[config.mk]
export PLATFORM = sky130hd
export DESIGN_NAME = chunked_serial_adder
export DESIGN_NICKNAME = d
export VERILOG_FILES = /design/src/rtl/chunked_serial_adder_pkg.sv /design/src/rtl/chunk_adder.sv /design/src/rtl/chunked_serial_adder.sv
export SDC_FILE = /design/constraint.sdc
export NUM_CORES = 1
export LEC_CHECK = 0
export ABC_AREA = 1
export ABC_CLOCK_PERIOD_IN_PS = 2330
export CAP_MARGIN = 15
export CORE_MARGIN = 1
export CORE_UTILIZATION = 45
export CTS_CLUSTER_DIAMETER = 50
export DETAILED_ROUTE_END_ITERATION = 8
export PLACE_DENSITY = 0.72
export SKIP_CTS_REPAIR_TIMING = 1
export SYNTH_ARGS = -nofsm -noshare
export SYNTH_HDL_FRONTEND = slang
export SYNTH_SLANG_ARGS = --single-unit
[constraint.sdc]
create_clock -name clk -period 2.33 [get_ports clk]
set_clock_uncertainty 0.2 [all_clocks]
set_input_delay 0.466 -clock clk [delete_from_list [all_inputs] [get_ports clk]]
set_output_delay 0.466 -clock clk [all_outputs]
set_load 0.05 [all_outputs]
[src/rtl/chunked_serial_adder_pkg.sv]
// ----------------------------------------------------------------------------
// adder_defs
//   Shared definitions for the chunked serial adder/subtractor:
//     - state_e : controller states (IDLE, RUN)
//     - mode_e  : arithmetic mode (ADD, SUB)
//     - idx_width(n) : width of the chunk index register for n chunks,
//                      never narrower than one bit so that a single-chunk
//                      configuration still has a legal index register.
// ----------------------------------------------------------------------------
package adder_defs;

  typedef enum logic {
    ST_IDLE = 1'b0,
    ST_RUN  = 1'b1
  } state_e;

  typedef enum logic {
    MODE_ADD = 1'b0,
    MODE_SUB = 1'b1
  } mode_e;

  // Bits needed to count 0 .. n-1, minimum one bit.
  function automatic int idx_width(input int n);
    if (n <= 1) begin
      return 1;
    end else begin
      return $clog2(n);
    end
  endfunction

endpackage

[src/rtl/chunk_adder.sv]
// ----------------------------------------------------------------------------
// chunk_adder
//   Combinational CHUNK-bit ripple-carry adder built from full-adder cells.
//
// Ports
//   x  [CHUNK] : addend
//   y  [CHUNK] : addend (already inverted by the caller in subtract mode)
//   ci         : carry into bit 0
//   s  [CHUNK] : sum bits
//   co         : carry out of bit CHUNK-1
// ----------------------------------------------------------------------------
module chunk_adder #(
  parameter int CHUNK = 2
) (
  input  logic [CHUNK-1:0] x,
  input  logic [CHUNK-1:0] y,
  input  logic             ci,
  output logic [CHUNK-1:0] s,
  output logic             co
);

  // Internal carry chain: c_s[i] is the carry into bit i.
  logic [CHUNK:0] c_s;

  // Ripple the carry through one full-adder cell per bit.
  always_comb begin
    c_s    = '0;
    s      = '0;
    c_s[0] = ci;
    for (int i = 0; i < CHUNK; i++) begin
      s[i]     = x[i] ^ y[i] ^ c_s[i];
      c_s[i+1] = (x[i] & y[i]) | (x[i] & c_s[i]) | (y[i] & c_s[i]);
    end
    co = c_s[CHUNK];
  end

endmodule

[src/rtl/chunked_serial_adder.sv]
// ----------------------------------------------------------------------------
// chunked_serial_adder
//   Multi-cycle adder/subtractor. A WIDTH-bit operation is processed CHUNK
//   bits per clock, least-significant chunk first, with the inter-chunk
//   carry held in a register. One operation takes N = WIDTH/CHUNK cycles.
//
// Ports
//   clk   : rising-edge clock
//   rst   : synchronous, active-high reset
//   start : operation request, only honoured while idle
//   sub   : 0 = a + b + cin, 1 = a - b (cin ignored)
//   cin   : carry-in for add mode
//   a, b  : operands, captured on the accepting edge
//   busy  : high while an operation is in progress
//   done  : one-cycle pulse, result valid
//   sum   : result, held until the next accepted start
//   cout  : carry out of the MSB (subtract: 1 = no borrow)
//   ovf   : signed two's-complement overflow
// ----------------------------------------------------------------------------
module chunked_serial_adder
  import adder_defs::*;
#(
  parameter int WIDTH = 8,
  parameter int CHUNK = 2
) (
  input  logic             clk,
  input  logic             rst,
  input  logic             start,
  input  logic             sub,
  input  logic             cin,
  input  logic [WIDTH-1:0] a,
  input  logic [WIDTH-1:0] b,
  output logic             busy,
  output logic             done,
  output logic [WIDTH-1:0] sum,
  output logic             cout,
  output logic             ovf
);

  localparam int N  = WIDTH / CHUNK;
  localparam int IW = idx_width(N);

  // Registered state
  state_e           state_q;
  mode_e            mode_q;
  logic [IW-1:0]    idx_q;
  logic             carry_q;
  logic [WIDTH-1:0] a_q;
  logic [WIDTH-1:0] b_q;
  logic [WIDTH-1:0] sum_q;
  logic             cout_q;
  logic             ovf_q;
  logic             done_q;

  // Datapath for the current chunk
  logic [CHUNK-1:0] x_s;
  logic [CHUNK-1:0] y_s;
  logic [CHUNK-1:0] s_s;
  logic             co_s;
  logic             last_s;
  logic             b_msb_s;
  logic [WIDTH-1:0] sum_d;
  logic             ovf_d;

  // Operand B is held as captured; the subtract-mode inversion is applied to
  // each chunk on its way into the adder, so B' = B ^ {WIDTH{sub}} overall.
  always_comb begin
    x_s     = a_q[idx_q*CHUNK +: CHUNK];
    y_s     = b_q[idx_q*CHUNK +: CHUNK] ^ {CHUNK{mode_q == MODE_SUB}};
    b_msb_s = b_q[WIDTH-1] ^ (mode_q == MODE_SUB);
    last_s  = (idx_q == IW'(N - 1));
  end

  chunk_adder #(
    .CHUNK(CHUNK)
  ) u_chunk_adder (
    .x (x_s),
    .y (y_s),
    .ci(carry_q),
    .s (s_s),
    .co(co_s)
  );

  // Next result word and overflow flag. On the last chunk s_s carries the
  // result MSB, so overflow is judged from the chunk output directly.
  always_comb begin
    sum_d                       = sum_q;
    sum_d[idx_q*CHUNK +: CHUNK] = s_s;
    ovf_d = (a_q[WIDTH-1] == b_msb_s) && (s_s[CHUNK-1] != a_q[WIDTH-1]);
  end

  // Controller FSM with operand, carry, result and flag registers.
  always_ff @(posedge clk) begin
    if (rst) begin
      state_q <= ST_IDLE;
      mode_q  <= MODE_ADD;
      idx_q   <= '0;
      carry_q <= 1'b0;
      a_q     <= '0;
      b_q     <= '0;
      sum_q   <= '0;
      cout_q  <= 1'b0;
      ovf_q   <= 1'b0;
      done_q  <= 1'b0;
    end else begin
      // done is a single-cycle pulse unless the last chunk re-asserts it.
      done_q <= 1'b0;
      case (state_q)
        ST_IDLE: begin
          if (start) begin
            a_q     <= a;
            b_q     <= b;
            mode_q  <= sub ? MODE_SUB : MODE_ADD;
            // Subtract is a + ~b + 1: the +1 enters as the initial carry.
            carry_q <= sub ? 1'b1 : cin;
            idx_q   <= '0;
            sum_q   <= '0;
            state_q <= ST_RUN;
          end else begin
            state_q <= ST_IDLE;
          end
        end
        ST_RUN: begin
          sum_q   <= sum_d;
          carry_q <= co_s;
          if (last_s) begin
            state_q <= ST_IDLE;
            idx_q   <= '0;
            cout_q  <= co_s;
            ovf_q   <= ovf_d;
            done_q  <= 1'b1;
          end else begin
            idx_q   <= idx_q + IW'(1);
          end
        end
        default: begin
          state_q <= ST_IDLE;
        end
      endcase
    end
  end

  assign busy = (state_q == ST_RUN);
  assign done = done_q;
  assign sum  = sum_q;
  assign cout = cout_q;
  assign ovf  = ovf_q;

endmodule
## Yosys cells after proc, flatten, opt, wreduce, memory -nomap -nowiden

Cells that the tools add are included.

| storage, ports and cells | value |
|---|---|
| register bits after elaboration | 32 |
| input port bits | 21 |
| output and inout bits | 12 |
| word-level logic and storage cells | 55 |

| cells by class | value |
|---|---|
| add/sub/neg operators | 2 |
| equality and inequality tests | 4 |
| shifts and indexed selects | 4 |
| muxes and demuxes | 14 |
| bitwise gates (word level) | 17 |
| reductions and logical operators | 4 |

Operators with widths:

| kind | count |
|---|---|
| $neg 3->34 | 1 |
| $shift 2x34->8 const A | 1 |
| $shiftx 2x34->8 | 1 |
| $pmux 8 s2 | 1 |
| $shiftx 8x4->2 | 2 |
| $bwmux 8 | 1 |
| $mux 8 | 1 |
| $and 1x1->1 | 6 |
| $mux 1 | 6 |
| $xor 1x1->1 | 5 |
| $mux 2 | 2 |
| $or 1x1->1 | 4 |
| $pmux 1 s2 | 2 |
| $pmux 2 s2 | 1 |
| $reduce_and 2->1 | 2 |
| $add 2x1->2 const B | 1 |
| $eq 2x2->1 const B | 1 |
| $ne 2x2->1 const B | 1 |
| $reduce_or 2->1 | 1 |
| $xor 2x2->2 | 1 |
| $eq 1x1->1 | 1 |
| $logic_and 1x1->1 | 1 |
| $ne 1x1->1 | 1 |
| $not 1->1 | 1 |

## Depth between registers and ports, before layout

| depth | value |
|---|---|
| depth after elaboration | 9 |
| gate-level depth with buffers | 14 |
| gate-level depth less buffers | 14 |

## Cells and area by module

From an unflattened synthesis, not the netlist that was laid out.

| second synthesis, totals | value |
|---|---|
| cells, all modules | 224 |
| area, all modules | 1620.3 µm² |

Modules (own cells, without submodules):

| module | instances | cells an instance | area an instance (µm²) | seq. area each (µm²) |
|---|---|---|---|---|
| chunked_serial_adder | 1 | 214 | 1550.2 | 640.6 |
| chunk_adder | 1 | 10 | 70.1 | 0.0 |

## Worst setup path after synthesis

OpenSTA, ideal clock, no wires.

| path | value |
|---|---|
| path type | register -> register |
| from | reg idx_q[0] |
| to | reg sum_q[3], in the netlist sum[3] |
| setup time | 111 ps |
| arrival | 2015 ps |
| required time | 2019 ps |
| path slack | 3 ps |
| stages on the path, launching flop included | 14 |
| buffers on the path | 1 |
| period minus slack after synthesis | 2327 ps |
| cells stage by stage | dfxtp_1 > buf_4 > nand2_1 > nand3_1 > nand2_1 > nand2_1 > nand2_1 > fa_1 > inv_1 > fa_1 > nand3_1 > nor2_1 > nor2_1 > nor2_1 |

| on the way | value |
|---|---|
| longest elaborated chain between the ends | 9 |
| elaborated cells on any way between the ends | 17 |
| classes of those cells | add/sub (1); shift (4); mux (2); bitwise (10) |

Ends and longest elaborated chain:

| item | line | RTL |
|---|---|---|
| start, declared | chunked_serial_adder.sv:46 | `logic [IW-1:0] idx_q;` |
| start signal, assigned | chunked_serial_adder.sv:133 | `idx_q <= idx_q + IW'(1);` |
| $shiftx 8x4->2 | chunked_serial_adder.sv:69 | `y_s = b_q[idx_q*CHUNK +: CHUNK] ^ {CHUNK{mode_q == MODE_SUB}};` |
| $xor 2x2->2 | chunked_serial_adder.sv:69 |  |
| $and 1x1->1 | chunk_adder.sv:32 | `c_s[i+1] = (x[i] & y[i]) \| (x[i] & c_s[i]) \| (y[i] & c_s[i]);` |
| $or 1x1->1 (2 in series) | chunk_adder.sv:32 |  |
| $xor 1x1->1 | chunk_adder.sv:31 | `s[i] = x[i] ^ y[i] ^ c_s[i];` |
| $shiftx 2x34->8 | chunked_serial_adder.sv:88 | `sum_d[idx_q*CHUNK +: CHUNK] = s_s;` |
| $bwmux 8 * | chunked_serial_adder.sv:88 |  |
| $pmux 8 s2 * | chunked_serial_adder.sv:108 | `case (state_q)` |
| end signal, assigned | chunked_serial_adder.sv:124 | `sum_q <= sum_d;` |
| end, declared | chunked_serial_adder.sv:50 | `logic [WIDTH-1:0] sum_q;` |

Every way passes the cells marked *; elsewhere a longest branch is shown, timed or not.
A chain may end at the register's enable or synchronous reset.

## Worst setup path after layout

| path | value |
|---|---|
| from | reg idx_q[1] |
| to | reg sum_q[3], in the netlist sum[3] |

Same word-level chain as after synthesis.

==> summary.md <==
| Metric | Value |
|---|---|
| Max-Cap Viols | `0` |
| Min Clock Period, post-route | `2230 ps` |
| Vias in the first global route | `1311` |
| Yosys top cell area share | `40.8%` |
| Die W | `61.1 um` |
| Dpl hpwl | `2400 um` |
| # setup viols final | `0` |
| Seq/Total Area, Yosys | `40.8%` |
| Ranking of synthesized cells by area | `dfxtp_1 41%, nor2_1 11%, nand2_1 10%` |
| Total power divided by cell area | `579 nW/um2` |
| Global Route met1 Usage | `23.4%` |
| CTS Buf Count | `5` |
| Post-place setup slack | `-8.55 ps` |
| Top Ports | `33` |
| H-Tree Depth | `2` |
| Setup ws final | `99.1 ps` |
| Final nets | `284` |
| Minimum hold slack | `282 ps` |
| Starting DRT DRC Count | `66` |
| GRT Overall Usage | `20.2%` |
| FF+latch count, synth | `32` |
| Clock transition at path regs | `100 ps` |
| Clock latency on the worst-skew pair | `320 ps` |
| Relative slew slack | `66.7%` |
| CP arrival | `2260 ps` |
| Rows | `21` |
| Grt ovf | `0` |
| Worst Setup EP | `sum[3]$_SDFFE_PP0P_` |
| First-pass GRT wire length | `5490 um` |
| CP Data Required Time | `2360 ps` |
| GRT Max-Usage Layer | `met2` |
| Routed WL per cell | `10.9 um` |
| Largest net degree at the start of global routing | `29` |
| Synth Warn # | `0` |
| Area delta synth->final | `30.6%` |
| Hold Startpoint | `ovf$_SDFFE_PP0P_` |
| Run status | `finished clean` |
| # diodes | `0` |
| Overall Power | `1.19 mW` |
| Clock buffer depth | `2` |
| Core Area | `3340 um2` |
| GRT met2 Usage | `34.8%` |
| Root Buffer Master | `clkbuf_4` |
| Reg-to-Reg Start | `idx_q[1]$_SDFFE_PP0P_` |
| Layout cells sized above 1 | `18.3%` |
| Crit path from | `idx_q[1]$_SDFFE_PP0P_` |
| Largest area contributor in the synthesized netlist | `dfxtp_1` |
| Count of different cell masters after synthesis | `24` |
| Drt total wl | `3310 um` |
| Floorplan die height | `61.1 um` |
| Clock sinks | `32` |
| Vias | `1468` |
| Worst min path class | `flop to flop` |
| Hold Fails Final Rpt | `0` |
| Setup CP Type | `flop to flop` |
| Endpoint type of the worst setup path | `flop` |
| Synth Area per Inst | `7.24 um2` |
| Vias per cell | `4.84` |
| Crit path max fanout | `5` |
| Fillers | `341` |
| LEAKAGE | `0.875 nW` |
| Slew Viols, Final | `0` |
| GR Util met3 | `4.62%` |
| Final core utilization | `61.5%` |
| Mapped Cells | `217` |
| Die area | `3730 um2` |
| Number of antenna violations at the first check in global routing | `0` |
| Port Buffers | `32` |
| Pre-antenna DRT Iters | `4` |
| Worst R2R Setup Slack | `100 ps` |
| CTS tree | `yes` |
| DR DRC count | `0` |
| Max Fclk | `0.448 GHz` |
| Crit share post-route | `95.7%` |
| Post-route ant nets | `0` |
| Initial Util | `47.1%` |
| Worst Tran Pin Value | `498 ps` |
| RSZ-0062 raised after global routing | `true` |
| Post-Syn Area | `1570 um2` |
| Max IR drop VDD | `264 uV` |
| Worst R2R Path Depth | `12` |
| Syn_nets | `244` |
| GP Congestion | `0.802` |
| Reg-to-Reg End | `sum[3]$_SDFFE_PP0P_` |
| CP Launch Type | `flop` |
-- state kept, by name, indices dropped and copies added, names as in the netlist --
signal,cells
mode_q,1
b_q,8
sum,8
busy,1
cout,1
ovf,1
carry_q,1
done,1
a_q,8
idx_q,2
-- how the worst min path moves through the flow --
stage / endpoint / slack [ps] / cells past startpoint
after floorplan: a_q[1]$_SDFFE_PP0P_ / 250 / 2
after global placement: a_q[1]$_SDFFE_PP0P_ / 260 / 2
after detailed placement: cout$_SDFFE_PP0P_ / 270 / 2
after CTS: cout$_SDFFE_PP0P_ / 280 / 2
after global routing: cout$_SDFFE_PP0P_ / 300 / 2
final: ovf$_SDFFE_PP0P_ / 280 / 2
-- power breakdown --
part           internal (mW)  leakage, nW  switching, mW  total [mW]
logic                  0.125        0.582          0.165       0.290
clock network          0.111       0.0281          0.180       0.291
registers              0.580        0.264         0.0264       0.606
total                  0.816        0.875          0.371        1.19
-- layout by cell type, fill, tap and decap left out --
master           count
inv_2                6
nand3b_1             2
fa_2                 2
clkinv_2             1
inv_1               12
dfxtp_4              1
o21ai_1             16
nand2_1             38
ha_1                 4
nand2_4              1
nand3_1             16
o21ai_0              4
clkbuf_1             1
nor2_4               1
dfxtp_2              1
clkbuf_4             5
nor2_2               2
dfxtp_1             30
a21oi_1             10
nand3_2              8
clkdlybuf4s50_1     31
nor2_1              45
inv_4                1
nand2_2              5
buf_4                9
a21oi_2              3
buf_12               1
o22ai_1              1
-- per-stage QoR --
| stage | cell area, um2 | setup TNS [ps] | instances |
|---|---|---|---|
| final | 2050 | 0 | 303 |
| after global placement | 1960 | 0 | 296 |
| after floorplan | 1570 | 0 | 217 |
| after detailed placement | 1960 | -8.55 | 296 |
| after CTS | 2000 | -8.71 | 303 |
| after global routing | 2050 | -248 | 303 |
-- Yosys cell counts --
cell      instances
nand2_1          42
dfxtp_1          32
a21oi_2           3
nand3_2           3
clkbuf_1          2
nor2_1           45
o21ai_1          16
nand2_2           1
buf_2             1
nor2_2            2
buf_6             3
inv_1            15
buf_8             1
a21oi_1          10
nor2_4            1
o22ai_1           1
inv_2             4
nand3_1          21
nand2_4           1
nand3b_1          2
o21ai_0           4
buf_4             1
fa_1              2
ha_1              4
-- critical path, cell delays in order (launching register included) --
cell     delay (ps)
dfxtp_2         350
buf_4           150
nand3_2          80
nand2_1          60
nand2_1          70
nand2_2          60
fa_2            350
inv_2            60
fa_2            490
nand3_2         110
nor2_1           40
nor2_1           80
nor2_1           40
-- logic make-up after synthesis --
| family | share of synthesized area (%) |
|---|---|
| AND/OR/NAND/NOR | 33.0 |
| AO/OA/AOI/OAI | 11.6 |
| flip-flops | 40.8 |
| buffers and inverters | 8.92 |
| adder cells (fa/ha/maj) | 5.73 |
-- cell type report --
type	instances	area (um2)	area share (%)
Clock buffer	6	41.3	2.01
Clock inverter	1	5.00	0.244
Inverter	19	73.8	3.60
Multi-Input combinational cell	158	831	40.5
Sequential cell	32	646	31.5
Tap cell	46	57.6	2.80
Timing Repair Buffer	41	398	19.4
-- layer usage --
| metal | wire (um) | part of all wire (%) | vias to the layer above |
|---|---|---|---|
| met5 | 0 | 0 | - |
| met4 | 38 | 1.1 | 0 |
| met3 | 142 | 4.3 | 8 |
| met2 | 1610 | 49 | 38 |
| met1 | 1520 | 46 | 652 |
| li1 | - | - | 770 |
Note: power is estimated with default switching activity, not from simulation.
